<file path="config.mk">
export PLATFORM = sky130hd
export DESIGN_NAME = serial_mag_comparator
export DESIGN_NICKNAME = d
export VERILOG_FILES = /design/src/rtl/serial_mag_comparator.sv
export SDC_FILE = /design/constraint.sdc
export NUM_CORES = 1
export LEC_CHECK = 0
export ABC_CLOCK_PERIOD_IN_PS = 2200
export BUFFER_PORTS_ARGS = -buffer_cell sky130_fd_sc_hd__clkbuf_2
export CORE_MARGIN = 1.5
export CORE_UTILIZATION = 35
export DETAILED_ROUTE_END_ITERATION = 12
export GPL_ROUTABILITY_DRIVEN = 0
export SLEW_MARGIN = 15
export SYNTH_ARGS = -nofsm -noshare
export SYNTH_HDL_FRONTEND = slang
export SYNTH_SLANG_ARGS = --single-unit
</file>
<file path="constraint.sdc">
create_clock -name clk -period 2.2 [get_ports clk]
set_input_delay 0.22 -clock clk [delete_from_list [all_inputs] [get_ports clk]]
set_output_delay 0.22 -clock clk [all_outputs]
set_load 0.02 [all_outputs]
</file>
<file path="src/rtl/serial_mag_comparator.sv">
// Bit-serial magnitude comparator.
// Scans two captured operands MSB first, one bit per clock, and stops at the
// first differing bit. Signed mode inverts the decision at the sign bit only.
// The GT/LT/EQ result is registered and held until the next comparison ends.
module serial_mag_comparator #(
   parameter int WIDTH = 8
) (
   input  logic             clk,
   input  logic             rst,
   input  logic             start,
   input  logic [WIDTH-1:0] a_in,
   input  logic [WIDTH-1:0] b_in,
   input  logic             signed_mode,
   output logic             busy,
   output logic             done,
   output logic             GT,
   output logic             LT,
   output logic             EQ
);

   localparam int IDX_W = (WIDTH <= 2) ? 1 : $clog2(WIDTH);
   localparam logic [IDX_W-1:0] IDX_MSB  = IDX_W'(WIDTH - 1);
   localparam logic [IDX_W-1:0] IDX_ZERO = IDX_W'(0);

   typedef enum logic [1:0] {
      ST_IDLE = 2'd0,
      ST_SCAN = 2'd1,
      ST_DONE = 2'd2
   } state_t;

   state_t           state_q, state_d;
   logic [IDX_W-1:0] idx_q,   idx_d;
   logic [WIDTH-1:0] a_q,     a_d;
   logic [WIDTH-1:0] b_q,     b_d;
   logic             sgn_q,   sgn_d;
   logic             busy_q,  busy_d;
   logic             done_q,  done_d;
   logic             gt_q,    gt_d;
   logic             lt_q,    lt_d;
   logic             eq_q,    eq_d;

   logic             bit_a_s;
   logic             bit_b_s;
   logic             a_wins_s;

   // Next-state, capture and result decision for the scan FSM.
   always_comb begin
      state_d  = state_q;
      idx_d    = idx_q;
      a_d      = a_q;
      b_d      = b_q;
      sgn_d    = sgn_q;
      busy_d   = busy_q;
      done_d   = 1'b0;
      gt_d     = gt_q;
      lt_d     = lt_q;
      eq_d     = eq_q;
      bit_a_s  = a_q[idx_q];
      bit_b_s  = b_q[idx_q];
      // At the sign bit of a signed compare, a set bit means the smaller value.
      a_wins_s = bit_a_s ^ (sgn_q & (idx_q == IDX_MSB));

      case (state_q)
         ST_IDLE: begin
            if (start) begin
               a_d     = a_in;
               b_d     = b_in;
               sgn_d   = signed_mode;
               idx_d   = IDX_MSB;
               state_d = ST_SCAN;
               busy_d  = 1'b1;
            end else begin
               state_d = ST_IDLE;
               busy_d  = 1'b0;
            end
         end
         ST_SCAN: begin
            busy_d = 1'b1;
            if (bit_a_s != bit_b_s) begin
               state_d = ST_DONE;
               done_d  = 1'b1;
               gt_d    = a_wins_s;
               lt_d    = ~a_wins_s;
               eq_d    = 1'b0;
            end else if (idx_q == IDX_ZERO) begin
               state_d = ST_DONE;
               done_d  = 1'b1;
               gt_d    = 1'b0;
               lt_d    = 1'b0;
               eq_d    = 1'b1;
            end else begin
               idx_d   = idx_q - IDX_W'(1);
               state_d = ST_SCAN;
            end
         end
         ST_DONE: begin
            state_d = ST_IDLE;
            busy_d  = 1'b0;
         end
         default: begin
            state_d = ST_IDLE;
            busy_d  = 1'b0;
         end
      endcase
   end

   // State and registered outputs; reset overrides any transition in flight.
   always_ff @(posedge clk) begin
      if (rst) begin
         state_q <= ST_IDLE;
         idx_q   <= IDX_ZERO;
         a_q     <= {WIDTH{1'b0}};
         b_q     <= {WIDTH{1'b0}};
         sgn_q   <= 1'b0;
         busy_q  <= 1'b0;
         done_q  <= 1'b0;
         gt_q    <= 1'b0;
         lt_q    <= 1'b0;
         eq_q    <= 1'b0;
      end else begin
         state_q <= state_d;
         idx_q   <= idx_d;
         a_q     <= a_d;
         b_q     <= b_d;
         sgn_q   <= sgn_d;
         busy_q  <= busy_d;
         done_q  <= done_d;
         gt_q    <= gt_d;
         lt_q    <= lt_d;
         eq_q    <= eq_d;
      end
   end

   assign busy = busy_q;
   assign done = done_q;
   assign GT   = gt_q;
   assign LT   = lt_q;
   assign EQ   = eq_q;

endmodule

</file>
**Word level (Yosys, flattened, before mapping)**

Cells that the tools add are included.

- Register bits: 27
- Latch bits: 0
- Memory bits (writable): 0
- ROM bits: 0
- Memories: 0

- Add/sub/neg operators: 1
- Multipliers: 0
- Divide/modulo/power cells: 0
- Order comparisons: 1
- Equality and inequality tests: 6
- Shift operators: 0
- Multiplexer cells: 21
- Bitwise operators: 4
- Reductions and logical operators: 8

Operators by type and width:

| kind | number |
|---|---|
| 1-bit 2-to-1 mux | 11 |
| 3-bit 2-to-1 mux | 3 |
| 1-bit binary-select mux with 3-bit select | 2 |
| 2-bit != test (second input constant) | 3 |
| 3-bit one-hot mux with 2 select lines | 1 |
| 3-bit by 4-bit less-than comparator with 1-bit output (second input constant) | 1 |
| 2-bit 2-to-1 mux | 2 |
| 2-bit one-hot mux with 2 select lines | 1 |
| 2-bit AND reduction | 2 |
| 4-bit AND reduction | 1 |
| 2-bit nonzero test | 2 |
| 3-bit == test (second input constant) | 1 |
| 3-bit logical NOT | 1 |
| 3-bit by 1-bit subtractor with 3-bit output (second input constant) | 1 |
| 2-bit by 1-bit == test with 1-bit output (second input constant) | 1 |
| 2-bit logical NOT | 1 |
| 1-bit NOT | 2 |
| 1-bit one-hot mux with 2 select lines | 1 |
| 2-bit OR reduction | 1 |
| 1-bit AND | 1 |
| 1-bit != test | 1 |
| 1-bit XOR | 1 |

**Depth between registers and ports, before layout**

- Word-level depth: 5
- Mapped depth: 7
- Depth with buffers taken out: 6

**Worst setup path after synthesis**

Ideal clock, no wire load.

- Kind: register -> register
- Start point: register idx_q[0]
- End point: register idx_q[2]
- Library setup time: 133 ps
- Data arrival time: 1,695 ps
- Data required time: 2,067 ps
- Path slack: 372 ps
- Stages on the path, launching flop included: 7
- Clock period less this slack: 1,828 ps
- Path through: dfxtp_1 > buf_6 > mux4_2 > mux2i_2 > xnor2_2 > and4_4 > nor4_2

- Word-level cells in the longest chain between the ends: 5

Ends and longest elaborated chain:

| item | RTL line | RTL |
|---|---|---|
| start, declared | 32 | `logic [IDX_W-1:0] idx_q, idx_d;` |
| start signal, assigned | 122 | `idx_q <= idx_d;` |
| 1-bit binary-select mux with 3-bit select (on tied branches) | 58, 59 |  |
| 1-bit 2-to-1 mux (on tied branches) | 58, 59 |  |
| 1-bit != test | 79 | `if (bit_a_s != bit_b_s) begin` |
| 2-bit != test (no source line) | -- |  |
| 4-bit AND reduction (no source line) | -- |  |

Several ways; a longest one is shown, not always the timed one. The select of a mux whose other input is x is not followed.
A chain may end at the register's enable or synchronous reset.

**Final worst setup path**

- Start point: register idx_q[0]
- End point: register done_q, in the netlist done

- Word-level cells in the longest chain between the ends: 4

Ends and longest elaborated chain:

| item | RTL line | RTL |
|---|---|---|
| 1-bit binary-select mux with 3-bit select (on tied branches) | 58, 59 |  |
| 1-bit 2-to-1 mux (on tied branches) | 58, 59 |  |
| 1-bit != test | 79 |  |
| 1-bit 2-to-1 mux (*) | 79 |  |
| end signal, assigned | 127 | `done_q <= done_d;` |
| end, declared | 37 | `logic done_q, done_d;` |

Mark *: on every way between the ends. The rest lies on a longest branch, timed or not. The select of a mux whose other input is x is not followed.

==> results by stage <==
Timing:
- The worst path in the final design needs a cycle of ~2000 ps, including I/O delays and setup.
- The setup clock skew after layout is approximately 8 ps.
- At the pin with the least slew margin, the transition time is between 600 and 700 ps.
- For this run, the top clock speed supported by timing is approximately 510 MHz.
- The setup TNS after final layout is 0 ps.
- The max-slew violation count is 0.
- The worst max-slew margin expressed relative to the limit is between 50% and 60%.
- Setup violations remaining at the end of the flow were counted as 0.
- The final count of hold timing violations is 0.
- The share of the clock period used by the worst path after layout is roughly nine tenths.
- Setup repair after global routing left no endpoint under its margin.

Clock tree:
- The CTS tree is done.
- CTS built an H-tree with a depth of 1.
- The TritonCTS sink count is 27.
- The worst-skew pair later-pin latency is 330 ps.
- In this run the deepest clock path goes through 2 buffers.
- The tree is rooted in a clkbuf_4.
- For this design, the CTS-stage hold fixing added 0 buffers.
- The clock slew at the register clock pins of the worst setup and hold paths is 140 ps.
- The number of buffers created by CTS is 3.

Logic synthesis:
- The synthesized area per cell is between 8 and 9 um^2.
- The area share of the largest cell type after synthesis is 45.0%.
- The adder and majority cell fraction of the synthesized area is under 10%.
- In the synthesized netlist, mux cells make up 10.6% of the area.
- dfxtp_1 takes more of the synthesized area than any other cell.
- The synthesized netlist devotes a little over a fifth of its cell area to simple gates.
- Counting every net in the synthesized netlist gives around 160.
- The most used flip-flop cell after synthesis is dfxtp_1.
- By area the synthesized netlist is led by dfxtp_1 (45%), nand2_1 (11%), a21oi_1 (9.2%), mux4_2 (7.5%), ha_1 (3.1%).
- For this run, asynchronously set or reset flops after synthesis account for 0%.
- The count of state elements after synthesis is 27.
- The synthesized netlist cell count is around 140.
- The Yosys step of the flow raised 0 warnings.
- The share of the Yosys chip area taken by registers is between 40% and 50%.
- The synthesized netlist devotes 14.9% of its cell area to compound gates.
- The xor-xnor portion of the synthesized cell area is approximately 1.4%.
- The count of different cell masters after synthesis is 29.
- The combined area of all synthesized cells is 1200 um^2.
- The largest family of logic cells by synthesized area is simple AND/OR/NAND/NOR gates.
- Yosys mapped a number of flops with a built-in enable equal to 0.

Critical path:
- The critical path goes through mux4_2, mux2i_2, xnor2_2, nor2b_1, nor3_1.
- The endpoint type of the worst setup path is a register.
- The worst setup path is launched from a register.
- Broken down by cell family, the worst path's largest delay share belongs to multiplexers.
- The largest single stage delay on the critical path is roughly 550 ps.
- On the critical path, the stage with the largest delay is an instance of mux4_2.
- By startpoint and endpoint, the worst setup path is classified as register to register.
- The peak fanout along the critical path is 9.
- The buffer and inverter count on the worst path is 0.
- Data on the critical path arrives at its endpoint at roughly 2200 ps.
- The required time of the worst setup path is about 2400 ps.

Power and ir drop:
- The share of power burned in the clock network is 17.2%.
- The total power is around 1.3 mW.
- The internal portion of the total power is roughly 0.8 mW.
- The leakage power figure is between 0.5 and 0.6 nW.
- The share of total power dissipated in combinational logic is about 33%.
- The analysis attributes to net switching a power of ~0.44 mW.
- VDD sags by at most roughly 0.34 mV.
- Of the total power, the share spent switching nets is between 30% and 40%.
- The fraction of power consumed by sequential logic is 49.6%.
- For this design the ratio of total power to cell area is between 900 and 1000 nW/um^2.

Floorplan:
- The initial utilization of the core area, before any placement, comes to a little over a third.
- The chip height is between 60 and 70 um.
- Pin placement for this block handled 25 I/O pins.
- The row count is 21.
- The die covers roughly 3800 um^2.
- The total core area is 3310 um^2.
- The die is a little over 60 um wide.

Detailed routing:
- In the routed design, unresolved DRC markers number 0.
- The initial detailed-routing violation count is 54.
- The detailed-router iteration count before antenna repair is 4.
- After detailed routing, the average wire length per cell comes to roughly 11 um.
- The detail route stage leaves a number of antenna-violating nets equal to 0.
- The average vias per placed instance is roughly 4.8.
- Detailed routing inserted a total of 976 vias.
- For this block, the routed nets add up to around 2300 um of wire.

GRT:
- The largest net degree at the start of global routing is 29.
- The via count of the first global-routing pass was 866.
- The number of antenna violations at the first check in global routing was 0.
- Summed over all layers, the global routing overflow is 0.
- The global-route usage over all layers is ~13%.
- The global-route wire length before repair is 3810 um.

Layout:
- The total non-filler cell area in the finished layout is between 1000 and 1500 um^2.
- The area overhead of the layout relative to synthesis is 14.6%.
- The net total in the final layout is 180.
- The repair_antennas step left the layout with diodes totalling 0.
- The count of filler cells inserted in the layout is 364.
- The most common cell after layout, fill and taps aside is nand2_1.
- In the layout the commonest cells are nand2_1 (36), dfxtp_1 (26), clkbuf_2 (24).
- The share of final-layout standard cells stronger than drive strength 1 is 24.4%.

Job:
- The number of violations of the max-capacitance limit is 0.

Status:
- The run finished with clean final reports.

Placement:
- During placement, the flow inserted port buffers numbering 24.
- Once placement finished, the instance area stood at 1350 um^2.
- Detailed placement finished with a half-perimeter wire length of approximately 1700 um.

Min path:
- The class of the tightest hold or removal check is primary input to register.
## routing by layer
| metal | wire, um | up-vias | GRT usage [%] |
|---|---|---|---|
| met5 | 0 | - | 0 |
| met4 | 36 | 0 | 4.56 |
| met3 | 81 | 5 | 2.52 |
| met1 | 1070 | 447 | 18.0 |
| li1 | - | 505 | - |
| met2 | 1110 | 19 | 22.0 |
## Yosys cell counts, drive strengths merged (2+ instances only)
cell type / count
nand2: 36
dfxtp: 27
a21oi: 22
clkbuf: 7
nor2: 5
mux4: 4
nor3: 4
ha: 3
mux2i: 3
nor2b: 3
a41o: 2
inv: 2
nor3b: 2
o21ai: 2
## state kept, by name, summed over array words and instances (netlist names)
signal / flops
EQ: 1
GT: 1
LT: 1
a_q: 8
b_q: 8
busy: 1
done: 1
idx_q: 3
sgn_q: 1
state_q: 2
## cell families after synthesis
group	Yosys count
and+or+nand+nor	56
AOI/OAI and AO/OA	31
DFF	27
buffers and inverters	10
muxes	7
adders and majority gates	3
xor gates and xnor gates	1
## power groups by stage
stage               clock network [mW]  registers [mW]  logic, mW
detailed placement                   0           0.636      0.426
finish                           0.216           0.625      0.418
CTS                              0.229           0.625      0.427
global route                     0.247           0.637      0.476
global placement                     0           0.634      0.415
floorplan                            0           0.625      0.342
## worst paths after layout
check	startpoint	endpoint	slack, ps	cells after the start
min reg2reg	a_q[2]	a_q[2]	470	2
max reg2reg	idx_q[0]	done	240	5
min	b_in[4]	b_q[4]	90	3
max	idx_q[0]	done	240	5
## per-stage QoR
stage | hold slack (ps) | util, % | instances | worst slack [ps]
2_1_floorplan | 356 | - | 135 | 372
5_1_grt | 83.7 | 41.6 | 202 | 121
6_report | 87.0 | 41.6 | 202 | 243
3_3_place_gp | 442 | 40.7 | 198 | 204
3_5_place_dp | 449 | 40.7 | 198 | 112
4_1_cts | 79.8 | 41.5 | 202 | 95.1
## cell type report
class / instances / area (um^2) / area share, %
well taps: 46 / 57.6 / 4.18
repair buffers: 25 / 128 / 9.27
flip-flops and latches: 27 / 542 / 39.4
multi-input cells: 98 / 616 / 44.7
inverters: 2 / 7.51 / 0.545
clock buffers: 4 / 26.3 / 1.91
## tightest hold or removal path: stages
cell and delay (ps):
clkbuf_2 80, nand2_1 40, a21oi_1 50
## repair_timing
action,CTS,global route
gates resized for setup,0,1
endpoints found under the setup margin,0,3
buffers inserted,0,0
Power figures use the tool's default switching activity.
